==> config.mk <==
export PLATFORM = sky130hd
export DESIGN_NAME = mem_arbiter
export DESIGN_NICKNAME = d
export VERILOG_FILES = /design/src/rtl/mem_arb_pkg.sv /design/src/rtl/mem_arb_age_cnt.sv /design/src/rtl/mem_arbiter.sv
export SDC_FILE = /design/constraint.sdc
export NUM_CORES = 1
export LEC_CHECK = 0
export CAP_MARGIN = 10
export CORE_UTILIZATION = 37
export DETAILED_ROUTE_END_ITERATION = 6
export GPL_TIMING_DRIVEN = 0
export PLACE_DENSITY_LB_ADDON = 0.12
export SKIP_CTS_REPAIR_TIMING = 1
export SLEW_MARGIN = 25
export SYNTH_ARGS = -nofsm -noshare
export SYNTH_HDL_FRONTEND = slang
export SYNTH_SLANG_ARGS = --single-unit
==> constraint.sdc <==
create_clock -name clk -period 1.7 [get_ports clk]
set_clock_uncertainty 0.1 [all_clocks]
set_input_delay 0.34 -clock clk [delete_from_list [all_inputs] [get_ports clk]]
set_output_delay 0.34 -clock clk [all_outputs]
set_load 0.01 [all_outputs]
==> src/rtl/mem_arb_pkg.sv <==
// Purpose: shared types and constants for the unified-memory arbiter.
// Latency: n/a (types only).
// Backpressure: n/a (types only).
package mem_arb_pkg;

  // Transaction phase: accepting, presenting the request, awaiting the response.
  typedef enum logic [1:0] {
    IDLE = 2'd0,
    REQ  = 2'd1,
    WAIT = 2'd2
  } state_t;

  // Which requester owns the outstanding transaction.
  typedef enum logic {
    OWN_IF = 1'b0,
    OWN_LS = 1'b1
  } owner_t;

  // RISC-V funct3 for a 32-bit word load; every fetch is issued as one.
  localparam logic [2:0] WOP_LW = 3'b010;

endpackage

==> src/rtl/mem_arb_age_cnt.sv <==
// Purpose: saturating counter of consecutive fetch losses against load/store.
// Latency: count and sat update one cycle after inc/clr.
// Backpressure: none; counts whenever inc is high, clr has priority over inc.
//
// Ports: clk, rst (async active-low), inc, clr, sat (count == MAX).
module mem_arb_age_cnt #(
  parameter int unsigned MAX = 4
) (
  input  logic clk,
  input  logic rst,
  input  logic inc,
  input  logic clr,
  output logic sat
);

  localparam logic [3:0] MAX_C = 4'(MAX);

  logic [3:0] cnt;

  always_ff @(posedge clk or negedge rst) begin
    if (!rst) begin
      cnt <= 4'd0;
    end else if (clr) begin
      cnt <= 4'd0;
    end else if (inc && (cnt != MAX_C)) begin
      cnt <= cnt + 4'd1;
    end
  end

  assign sat = (cnt == MAX_C);

endmodule

==> src/rtl/mem_arbiter.sv <==
// Purpose: shares one memory port between instruction fetch and load/store.
// Latency: accept -> mem request next cycle; response pulse one cycle after mem_rsp_valid (min 3).
// Backpressure: one transaction outstanding; requester readies only in IDLE, mem_req held until mem_req_ready.
//
// Ports:
//   clk, rst (async active-low)
//   if_req_valid/if_req_ready/if_addr, if_rsp_valid/if_rdata        : fetch side
//   ls_req_valid/ls_req_ready/ls_addr/ls_wen/ls_wop/ls_wdata,
//   ls_rsp_valid/ls_rdata                                            : load/store side
//   mem_req_valid/mem_req_ready/mem_addr/mem_wen/mem_wop/mem_wdata,
//   mem_rsp_valid/mem_rdata                                          : unified memory port
module mem_arbiter
  import mem_arb_pkg::*;
#(
  parameter int unsigned ADDR_W      = 32,
  parameter int unsigned DATA_W      = 32,
  parameter int unsigned MAX_IF_WAIT = 4
) (
  input  logic              clk,
  input  logic              rst,

  input  logic              if_req_valid,
  output logic              if_req_ready,
  input  logic [ADDR_W-1:0] if_addr,
  output logic              if_rsp_valid,
  output logic [DATA_W-1:0] if_rdata,

  input  logic              ls_req_valid,
  output logic              ls_req_ready,
  input  logic [ADDR_W-1:0] ls_addr,
  input  logic              ls_wen,
  input  logic [2:0]        ls_wop,
  input  logic [DATA_W-1:0] ls_wdata,
  output logic              ls_rsp_valid,
  output logic [DATA_W-1:0] ls_rdata,

  output logic              mem_req_valid,
  input  logic              mem_req_ready,
  output logic [ADDR_W-1:0] mem_addr,
  output logic              mem_wen,
  output logic [2:0]        mem_wop,
  output logic [DATA_W-1:0] mem_wdata,
  input  logic              mem_rsp_valid,
  input  logic [DATA_W-1:0] mem_rdata
);

  state_t state;
  owner_t owner;

  logic idle;
  logic if_win;
  logic ls_win;
  logic age_sat;
  logic age_inc;
  logic age_clr;

  assign idle = (state == IDLE);

  // Load/store wins by default; a starved fetch wins once it has lost
  // MAX_IF_WAIT consecutive contested rounds.
  assign if_win = if_req_valid && (!ls_req_valid || age_sat);
  assign ls_win = ls_req_valid && !if_win;

  // Gated by rst so both readies read 0 while reset is held.
  assign if_req_ready = rst && idle && if_win;
  assign ls_req_ready = rst && idle && ls_win;

  // Only a contested round that fetch loses ages it.
  assign age_inc = if_req_valid && ls_req_ready;
  assign age_clr = if_req_ready;

  mem_arb_age_cnt #(
    .MAX (MAX_IF_WAIT)
  ) u_age_cnt (
    .clk (clk),
    .rst (rst),
    .inc (age_inc),
    .clr (age_clr),
    .sat (age_sat)
  );

  always_ff @(posedge clk or negedge rst) begin
    if (!rst) begin
      state         <= IDLE;
      owner         <= OWN_IF;
      mem_req_valid <= 1'b0;
      mem_addr      <= '0;
      mem_wen       <= 1'b0;
      mem_wop       <= 3'b000;
      mem_wdata     <= '0;
      if_rsp_valid  <= 1'b0;
      if_rdata      <= '0;
      ls_rsp_valid  <= 1'b0;
      ls_rdata      <= '0;
    end else begin
      if_rsp_valid <= 1'b0;
      ls_rsp_valid <= 1'b0;

      case (state)
        IDLE: begin
          if (ls_req_ready) begin
            owner         <= OWN_LS;
            mem_addr      <= ls_addr;
            mem_wen       <= ls_wen;
            mem_wop       <= ls_wop;
            mem_wdata     <= ls_wdata;
            mem_req_valid <= 1'b1;
            state         <= REQ;
          end else if (if_req_ready) begin
            owner         <= OWN_IF;
            mem_addr      <= if_addr;
            mem_wen       <= 1'b0;
            mem_wop       <= WOP_LW;
            mem_wdata     <= '0;
            mem_req_valid <= 1'b1;
            state         <= REQ;
          end
        end

        // A response seen here is not ours yet; only the request handshake counts.
        REQ: begin
          if (mem_req_ready) begin
            mem_req_valid <= 1'b0;
            state         <= WAIT;
          end
        end

        WAIT: begin
          if (mem_rsp_valid) begin
            if (owner == OWN_LS) begin
              ls_rdata     <= mem_wen ? '0 : mem_rdata;
              ls_rsp_valid <= 1'b1;
            end else begin
              if_rdata     <= mem_rdata;
              if_rsp_valid <= 1'b1;
            end
            state <= IDLE;
          end
        end

        default: begin
          mem_req_valid <= 1'b0;
          state         <= IDLE;
        end
      endcase
    end
  end

endmodule

Word level (Yosys, flattened, before mapping):

Cells that the tools add are included.

* logic and storage cells: 67
* bits in registers: 142
* output and inout bits: 137

* mux-type cells: 27
* bitwise gates (word level): 2
* $add $sub $neg: 1
* eq/ne operators: 7
* reduce and logical (&&, ||, !) cells: 18

Operators with widths (number)
* $mux W32: 5
* $mux W1: 12
* $reduce_and A3 Y1: 4
* $mux W2: 4
* $mux W4: 2
* $logic_and A1 B1 Y1: 7
* $mux W3: 2
* $pmux W2 S3: 1
* $add A4 B1 Y4 const B: 1
* $eq A4 B3 Y1 const B: 1
* $ne A2 B2 Y1 const B: 2
* $ne A4 B3 Y1 const B: 1
* $reduce_bool A2 Y1: 2
* $ne A3 B3 Y1 const B: 1
* $pmux W1 S3: 1
* $eq A2 B1 Y1 const B: 1
* $eq A2 B2 Y1 const B: 1
* $logic_not A1 Y1: 2
* $logic_not A2 Y1: 1
* $not A1 Y1: 2
* $reduce_and A2 Y1: 1
* $logic_or A1 B1 Y1: 1

Longest topological paths before layout:

Gate-level depths: netlist (run 1).

* word-level depth: 10
* mapped depth: 7

Cells and area by module:

Synthesis (run 1) repeated with hierarchy kept, for this count alone.

* cells, all modules: 484
* area total of the unflattened synthesis: 5806.8 µm²

By module, submodules not included
* mem_arbiter: seq. area each 3453.3 µm², times used 1, cells an instance 460, area each 5572.8 µm²
* mem_arb_age_cnt: seq. area each 100.1 µm², times used 1, cells an instance 24, area each 234.0 µm²

Worst setup path before layout (run 1):

OpenSTA, ideal clock, no wires.

* kind: reg2reg
* start point: reg state[0]
* end point: reg if_rdata[10]
* setup time: 0.125 ns
* arrival: 1.448 ns
* setup slack: 0.027 ns
* stages on the path, launching flop included: 5
* cell sequence: dfrtp_1 -> nand2b_1 -> nor3b_4 -> buf_6 -> mux2_2

* word-level cells in the longest chain between the ends: 2

Ends and longest elaborated chain
* from (decl): RTL line mem_arbiter.sv:47 `state_t state;`
* from (signal assigned): RTL line mem_arbiter.sv:84 `state <= IDLE;`
* from (signal assigned): RTL line mem_arbiter.sv:108 `state <= REQ;`
* from (signal assigned): RTL line mem_arbiter.sv:116 `state <= REQ;`
* $eq A2 B2 Y1: RTL line mem_arbiter.sv:99 `case (state)`
* $reduce_and A3 Y1 (no line)
* to (signal assigned): RTL line mem_arbiter.sv:134 `if_rdata <= mem_rdata;`
* to (decl): RTL line mem_arbiter.sv:26 `output logic [DATA_W-1:0] if_rdata,`

Every way passes these cells.
A chain may end at the register's enable or synchronous reset.

Final worst setup path (run 1):

* start point: reg u_age_cnt.cnt[1]
* end point: out ls_req_ready

* word-level cells in the longest chain between the ends: 6

Ends and longest elaborated chain
* from (decl): RTL line mem_arb_age_cnt.sv:18 `logic [3:0] cnt;`
* from (signal assigned): RTL line mem_arb_age_cnt.sv:26 `cnt <= cnt + 4'd1;`
* $eq A4 B3 Y1: RTL line mem_arb_age_cnt.sv:30 `assign sat = (cnt == MAX_C);`
* $logic_or A1 B1 Y1: RTL line mem_arbiter.sv:61 `assign if_win = if_req_valid && (!ls_req_valid || age_sat);`
* $logic_and A1 B1 Y1: RTL line mem_arbiter.sv:61
* $logic_not A1 Y1: RTL line mem_arbiter.sv:62 `assign ls_win = ls_req_valid && !if_win;`
* $logic_and A1 B1 Y1: RTL line mem_arbiter.sv:62
* $logic_and A1 B1 Y1: RTL line mem_arbiter.sv:66 `assign ls_req_ready = rst && idle && ls_win;`
* to (decl): RTL line mem_arbiter.sv:29 `output logic ls_req_ready,`

Every way passes these cells.

==> flow_results.org, run 1 <==
** Yosys
- By area the synthesized netlist is led by dfrtp_1, inv_1, a222oi_1, mux2_2, a22o_1.
- Counting distinct cell types in the post-synthesis netlist gives 30.
- The synthesized netlist occupies a cell area of between 5000 and 6000 um2.
- Seq cells post-synth :: between 100 and 150
- Number of flops mapped to enable cells by yosys :: 0
- The most used flip-flop cell after synthesis is dfrtp_1.
- The synthesized design spends more area on one cell type than any other, namely dfrtp_1.
- Counting every instance in the synthesized netlist gives about 500.
- After synthesis, the largest area contributor takes up 60.92% of total cell area.
- Number of nets in the synthesized netlist :: 644
- Of all flip-flops after synthesis, the portion carrying an async set or reset was 100.0%.
- Post-synthesis sequential area ratio :: around three fifths
- Count of synthesis-stage warnings from yosys :: 0
- Synth Area per Inst :: 11.57 um2

** Timing
- The number of hold-slack violations in the final timing report was between 50 and 60.
- Number of setup violations in the final report :: 99
- Setup repair after global routing missed its margin :: true
- Once routing completed, OpenROAD measured the worst setup slack at -0.4831 ns.
- Based on the critical path, the design can be clocked at up to 458.1 MHz.
- Post-layout minimum cycle time :: between 2 and 2.5 ns
- Worst hold slack across all endpoints :: -0.2580 ns
- Max_slew headroom :: a little over three fifths
- At the pin with the least slew margin, the transition time is approximately 0.56 ns.
- Max-slew violation count :: 0
- Dividing the final minimum period by the clock period gives 128.4%.

** Routing
- Once detail routing completed, the nets flagged for antenna violations numbered 0.
- After detailed routing, the number of vias per cell comes to between 4 and 5.
- After detailed routing, the average wire length per cell comes to 16.77 um.
- Detailed routing inserted a total of roughly 5.0k vias.
- Number of DRC violations after detailed routing :: 0
- The first detailed-routing pass took 7 iterations.
- Total routed wirelength :: ~17000 um
- The first routing iteration left about 290 violations.

** Setup path
- Along the worst path, the maximum fanout reaches 8.
- Crit path buf inv count :: 4
- Crit-path most repeated cell :: buf_6
- Element type at the critical path start :: flop
- The signal on the critical path passes through inv_1 -> ha_2 -> nand4b_1 -> and3_4 -> buf_6 -> buf_8 -> buf_6.
- The critical path is of the flop to output port type.
- Cell family with most CP delay :: buffers and inverters
- The worst setup path is captured at an output port.
- Setup slack on the worst reg-to-reg path comes out at -0.28 ns.
- Cell depth of the worst flop-to-flop path :: 8
- Counting buffers and inverters, the worst setup path is 7 cells deep.
- The worst register-to-register path ends at mem_addr[16].
- The worst register-to-register path begins at u_age_cnt.cnt[1].
- Last element of the critical path :: ls_req_ready
- Stage delay of the slowest cell on the critical path :: 0.40 ns
- Crit path launch :: u_age_cnt.cnt[1]
- Crit path max-delay cell type :: dfrtp_1
- Worst EP required :: 1.26 ns
- Data arrives at the worst endpoint at 1.74 ns.

** Pwr
- The analysis attributes to cell leakage a power of about 0.0061 uW.
- The share of total power dissipated in combinational logic is 40.9%.
- Internal cell power :: about 11000 uW
- In this run, flip-flops and latches consume a little over a third of the power.
- Part of the total power dissipated in the clock network :: a little under a quarter
- Total power per unit cell area :: 1624 nW/um2
- VDD sags by at most 0.8087 mV.
- Net switching fraction of the power :: 31.33%
- Total power :: between 15000 and 20000 uW
- In this run the power spent charging and discharging nets is slightly above 5000 uW.

** Floorplan
- Core outline area :: ~15000 um2
- From left edge to right edge, the die measures about 130 um.
- In this run the vertical extent of the chip is roughly 130 um.
- Num rows :: 45
- The initial utilization of the core area, before any placement, comes to 38.09%.
- Top Ports :: 275
- Die Outline Area :: 16270 um2

** Global routing
- Sum of overflow across all layers after global routing :: 0
- Largest net degree at the start of global routing :: between 80 and 90
- Wire length of the first global-routing pass :: 26840 um
- Vias in the first global route :: a little over 5k
- Global-route usage over all layers :: between 20% and 30%
- The number of antenna violations at the first check in global routing was 0.

** Placed design
- Setup WS pre-CTS :: -1.174 ns
- The wire-length estimate of the detail-placed layout is roughly 12000 um.
- Number of port buffers :: 274
- Cells after DPL :: 990
- The congestion estimate from routability-driven global placement came to approximately 0.78.
- Cell area after placement :: 8872 um2

** Clock tree
- CTS clock-pin slew for the worst setup and hold paths :: ~0.06 ns
- In this run, CTS created clock tree buffers numbering 17.
- Skew-Pair Late Insertion Delay :: between 0.4 and 0.5 ns
- CTS placed an instance of clkbuf_16 at the clock tree root.
- Deepest clock path buffer count :: 2
- Clock Sink Count :: about 140
- Clock tree from TritonCTS :: yes
- Total number of H-tree levels :: 4

** Layout
- With fillers left out, the area of the finished cells amounts to 10050 um2.
- The area growth from synthesis to layout is 72.29%.
- Leaving out filler cells and counting taps, the final layout contains a little over 1k.
- Antenna diode count :: 0
- After the last flow step, the layout net total stands at around 950.
- Cells with a size suffix above 1 make up 12.85% of the layout.

** Job
- The tool flagged a number of max-cap violations equal to 0.

** Run status
- Result of the run :: finished with violations
- Failing checks :: negative hold slack, negative setup slack

** Min path
- The path class of the tightest hold or removal check is input pin to async pin.
[sequential cells by signal, summed over array words and instances, names as in the netlist]
name	count
state	2
ls_rsp_valid	1
if_rdata	32
if_rsp_valid	1
mem_req_valid	1
mem_wdata	32
u_age_cnt.cnt	4
mem_wen	1
mem_addr	32
owner	1
ls_rdata	32
mem_wop	3
[cell families (layout without fill, tap and decap cells)]
family / count (synthesis) / in the layout / synth area share, %
mux: 32 / 32 / 6.178
buf+inv: 133 / 454 / 9.888
fa+ha+maj: 2 / 2 / 0.4289
compound gates: 111 / 111 / 14.74
flops: 142 / 142 / 60.92
simple gates: 84 / 84 / 7.851
[per-stage QoR]
stage               hold slack (ns)  util [%]  setup TNS [ns]
global placement             0.3640     57.72        -1261.06
floorplan                  -0.05559         -               0
finish                      -0.2580     65.62          -13.59
CTS                         -0.2429     61.90          -28.16
global route                -0.2239     65.62          -22.74
detailed placement           0.2055     57.93          -62.17
[cell usage in the layout (no fill, tap or decap), drive strengths merged]
cell type,instances
dfrtp,142
clkdlybuf4s50,136
dlymetal6s2s,135
inv,102
o21ai,38
nand2,37
clkbuf,36
a22o,35
nand2b,33
buf,33
a222oi,32
mux2,32
clkinv,8
bufinv,3
a21oi,3
nand4b,2
nor3b,2
nand3b,2
nor2,2
or3,2
ha,2
and3,1
nand4bb,1
a22oi,1
a32o,1
nand4,1
nand3,1
a31oi,1
clkinvlp,1
[power by group through the flow]
stage / Combinational [uW] / Clock [uW] / Sequential (uW)
floorplan: 2050 / 0 / 6540
global placement: 6790 / 0 / 5860
detailed placement: 6920 / 0 / 5900
CTS: 6940 / 3870 / 5900
global route: 7230 / 4030 / 6070
finish: 6680 / 3800 / 5850
[cell usage after synthesis (all sizes together) (3+ instances only)]
cell	instances
o21ai	38
a222oi	32
a22o	35
mux2	32
buf	16
inv	102
nand2	37
clkbuf	15
nand2b	33
dfrtp	142
a21oi	3
[worst min-delay path by stage]
| stage | depth (start not counted) | endpoint |
|---|---|---|
| finish | 1 | if_rdata[1] |
| global route | 1 | if_rdata[1] |
| CTS | 1 | if_rdata[1] |
| detailed placement | 1 | if_rdata[1] |
| global placement | 2 | ls_rdata[19] |
| floorplan | 0 | if_rdata[0] |
[routing by layer]
layer | GRT usage [%] | part of all wire [%] | wire [um]
met5 | 0 | 0 | 0
met4 | 7.633 | 1.8 | 314
met3 | 7.245 | 7.8 | 1352
met2 | 36.80 | 50 | 8756
met1 | 25.43 | 40 | 6952
[layout make-up]
| type | count | area [um2] |
|---|---|---|
| multi-input combinational | 229 | 1740 |
| clock buffer | 20 | 466.7 |
| buffer | 31 | 242.7 |
| clock inverter | 12 | 141.4 |
| fill | 1208 | 5265 |
| sequential | 142 | 3557 |
| inverter | 102 | 382.9 |
| timing repair buffer | 289 | 3254 |
| tap | 211 | 264.0 |
Note: power is estimated with default switching activity, not from simulation.
==> run 2, diff against run 1 <==
--- a/constraint.sdc
+++ b/constraint.sdc
@@ -4,2 +4,2 @@
 set_output_delay 0.34 -clock clk [all_outputs]
-set_load 0.01 [all_outputs]
+set_load 0.02 [all_outputs]
==> run 2 against run 1 <==
Fmax rose by 2.8%. Clock power barely moved. Largest cell class is now non-clock buffers. Critical endpoint unchanged. Sequential share of layout area fell by 0.73 points. Register-to-register slack improved by 0.09 ns. Power rose by 9.9%. Die area did not move. First-iteration DRC count fell by 4.9%. Highest routed layer unchanged. The flow finishes with violations (design-rule violations, negative hold slack, negative setup slack).
==> flow_results.org, run 2 (synthesis gave the netlist of run 1 again) <==
** Clock tree
- Buffers inserted during clock tree synthesis total 17.
- CTS saw ~140 sinks.
- The clock tree synthesis step divided the H-tree into 4 levels.
- TritonCTS built the clock tree.
- After clock tree synthesis, the clock-pin slew on the worst setup and hold paths is around 0.06 ns.
- Deepest clock path buffer count :: 2
- Skew-Pair Late Insertion Delay :: 0.41 ns
- The tree is rooted in a clkbuf_16.

** Run status
- Result of the run :: finished with violations
- Failing checks :: design-rule violations, negative hold slack, negative setup slack

** Routing
- Antenna violation net count after detailed routing :: 0
- The detailed router finished its first iteration with between 200 and 300 violations.
- Number of DRC violations after detailed routing :: 4
- Using the TritonRoute via totals, the vias-per-cell ratio works out to approximately 4.9.
- First-pass iteration count of the detailed router :: 7
- The final layout contains routed wiring with a total length of between 15000 and 20000 um.
- Total via count after detailed routing :: approximately 5k
- Dividing the detail-routed wire length by the instance count gives around 17 um.

** Job
- Max-cap violations in this run came to 0.

** Timing
- Setup total negative slack on the finished layout was measured at -10.95 ns.
- On the final layout, the worst hold slack is -0.2657 ns.
- The number of hold-slack violations in the final timing report was between 50 and 60.
- For the pin with the worst max-slew slack, the measured transition is about 0.57 ns.
- The max-slew violation count is 0.
- Setup repair after global routing missed its margin :: true
- Number of setup violations in the final report :: between 100 and 150
- Smallest setup slack after layout :: -0.4235 ns
- Post-layout minimum cycle time :: approximately 2.1 ns
- After layout, the worst path uses 124.9% of the clock period.
- Top achievable clock speed :: around 470 MHz
- Max_slew headroom :: between 60% and 70%

** Pwr
- Switching power :: between 6000 and 7000 uW
- Total power per unit cell area :: between 1500 and 2000 nW/um2
- The clock network accounts for a little over a fifth of the total power.
- In this run switching power makes up between 30 and 40% of total power.
- Combinational logic burns a little under half of the power.
- Sequential cells burn 32.7% of the power.
- Internal cell power :: about 12000 uW
- Across the VDD grid, the largest voltage drop is between 0.8 and 0.9 mV.
- In this run the static leakage power is approximately 0.0063 uW.

** Layout
- Commonest cells after routing, fill and taps aside :: dfrtp_1, clkdlybuf4s50_1, dlymetal6s2s_1
- Fill cells in the final layout number approximately 1.2k.
- From synthesis to final layout, the design area changed by 75.85%.
- Layout cells sized above 1 :: between 10% and 20%
- Leaving out fill and tap cells, the most frequent cell in the layout is dfrtp_1.
- The repair_antennas step left the layout with diodes totalling 0.
- The finished cells cover ~10000 um2.
- Final layout net count :: around 960
- Cells fill approximately two thirds of the core in the end.

** Setup path
- Crit path max-delay cell type :: dfrtp_2
- Element type at the critical path start :: flop
- Worst Path Arrival :: 1.68 ns
- In this run the critical register-to-register path is launched from u_age_cnt.cnt[1].
- Cells along the critical path :: nor3b_4 -> and3_4 -> buf_8 -> buf_6
- Data on the critical path is required at its endpoint by between 1 and 1.5 ns.
- The critical path is of the flop to output port type.
- Worst setup EP type :: output port
- Crit path launch :: state[1]
- For this run, the slowest stage of the critical path takes ~0.48 ns.
- Along the worst path, the maximum fanout reaches 8.

** Floorplan
- Num rows :: 45
- In this run the vertical extent of the chip is around 130 um.
- The floorplan step defined a die boundary enclosing 16270 um2.
- Top Ports :: about 280
- Initial Util :: approximately two fifths
- X dimension of the die :: ~130 um
- Core outline area :: 15310 um2

** Global routing
- Antenna violations before repair :: 0
- For this run, the total global-route usage over all layers was measured as 21.61%.
- The first global-routing pass estimated roughly 27000 um of wire.
- The total overflow left after global routing is 0.
- Vias in the first global route :: 5183
- Largest net degree at the start of global routing :: between 80 and 90

** Placed design
- Cell area after placement :: between 8000 and 9000 um2
- At the end of routability-driven placement, the weighted congestion stood at 0.7810.
- Buffers placed on the I/O ports in this run total roughly 270.
- Placed wire-length estimate :: ~12000 um

** Min path
- The min-delay analysis places its worst path in the category input pin to async pin.
[run 2: power groups by stage]
stage          Clock (uW)  Sequential, uW  Combinational (uW)
5_1_grt              4030            6090                8810
3_3_place_gp            0            5860                7980
4_1_cts              3870            5900                8130
3_5_place_dp            0            5900                8100
6_report             3800            5870                8270
2_1_floorplan           0            7710                2050
[run 2: final cells by class]
cell class	instances	area [um2]	area share, %
sequential	142	3556	34.67
timing repair buffer	294	3334	32.51
multi-input combinational	229	1868	18.21
clock buffer	20	466.7	4.550
inverter	102	382.9	3.733
tap	211	264.0	2.574
buffer	30	244.0	2.379
clock inverter	12	141.4	1.378
[run 2: worst max-delay path, delay by kind of cell (launching register included)]
family	cells	cell delay, ns
flops	1	0.48
buf+inv	2	0.25
simple gates	2	0.54
[run 2: layer usage]
layer	GRT usage, %	wire [um]	up-vias
met5	0	0	-
met4	7.633	338	0
met3	7.245	1370	24
met2	36.80	8970	222
met1	25.43	7123	2495
li1	-	-	2327
[run 2: per-stage QoR]
stage | power, uW | std cells | setup WS [ns]
2_1_floorplan | 9758 | 504 | 0.009877
3_3_place_gp | 13840 | 989 | -7.046
3_5_place_dp | 14010 | 990 | -1.242
4_1_cts | 17900 | 1022 | -1.327
5_1_grt | 18930 | 1040 | -0.5043
6_report | 17940 | 1040 | -0.4235
[run 2: worst paths after layout]
path / to / slack, ns / depth (start not counted)
hold / removal: if_rdata[1] / -0.27 / 1
max in group asynchronous: mem_wdata[9] / 1.00 / 2
hold reg to reg: ls_rdata[17] / 0.38 / 2
setup reg to reg: mem_addr[16] / -0.19 / 7
setup / recovery: ls_req_ready / -0.42 / 4
min in group clk: mem_wop[1] / 0.38 / 3
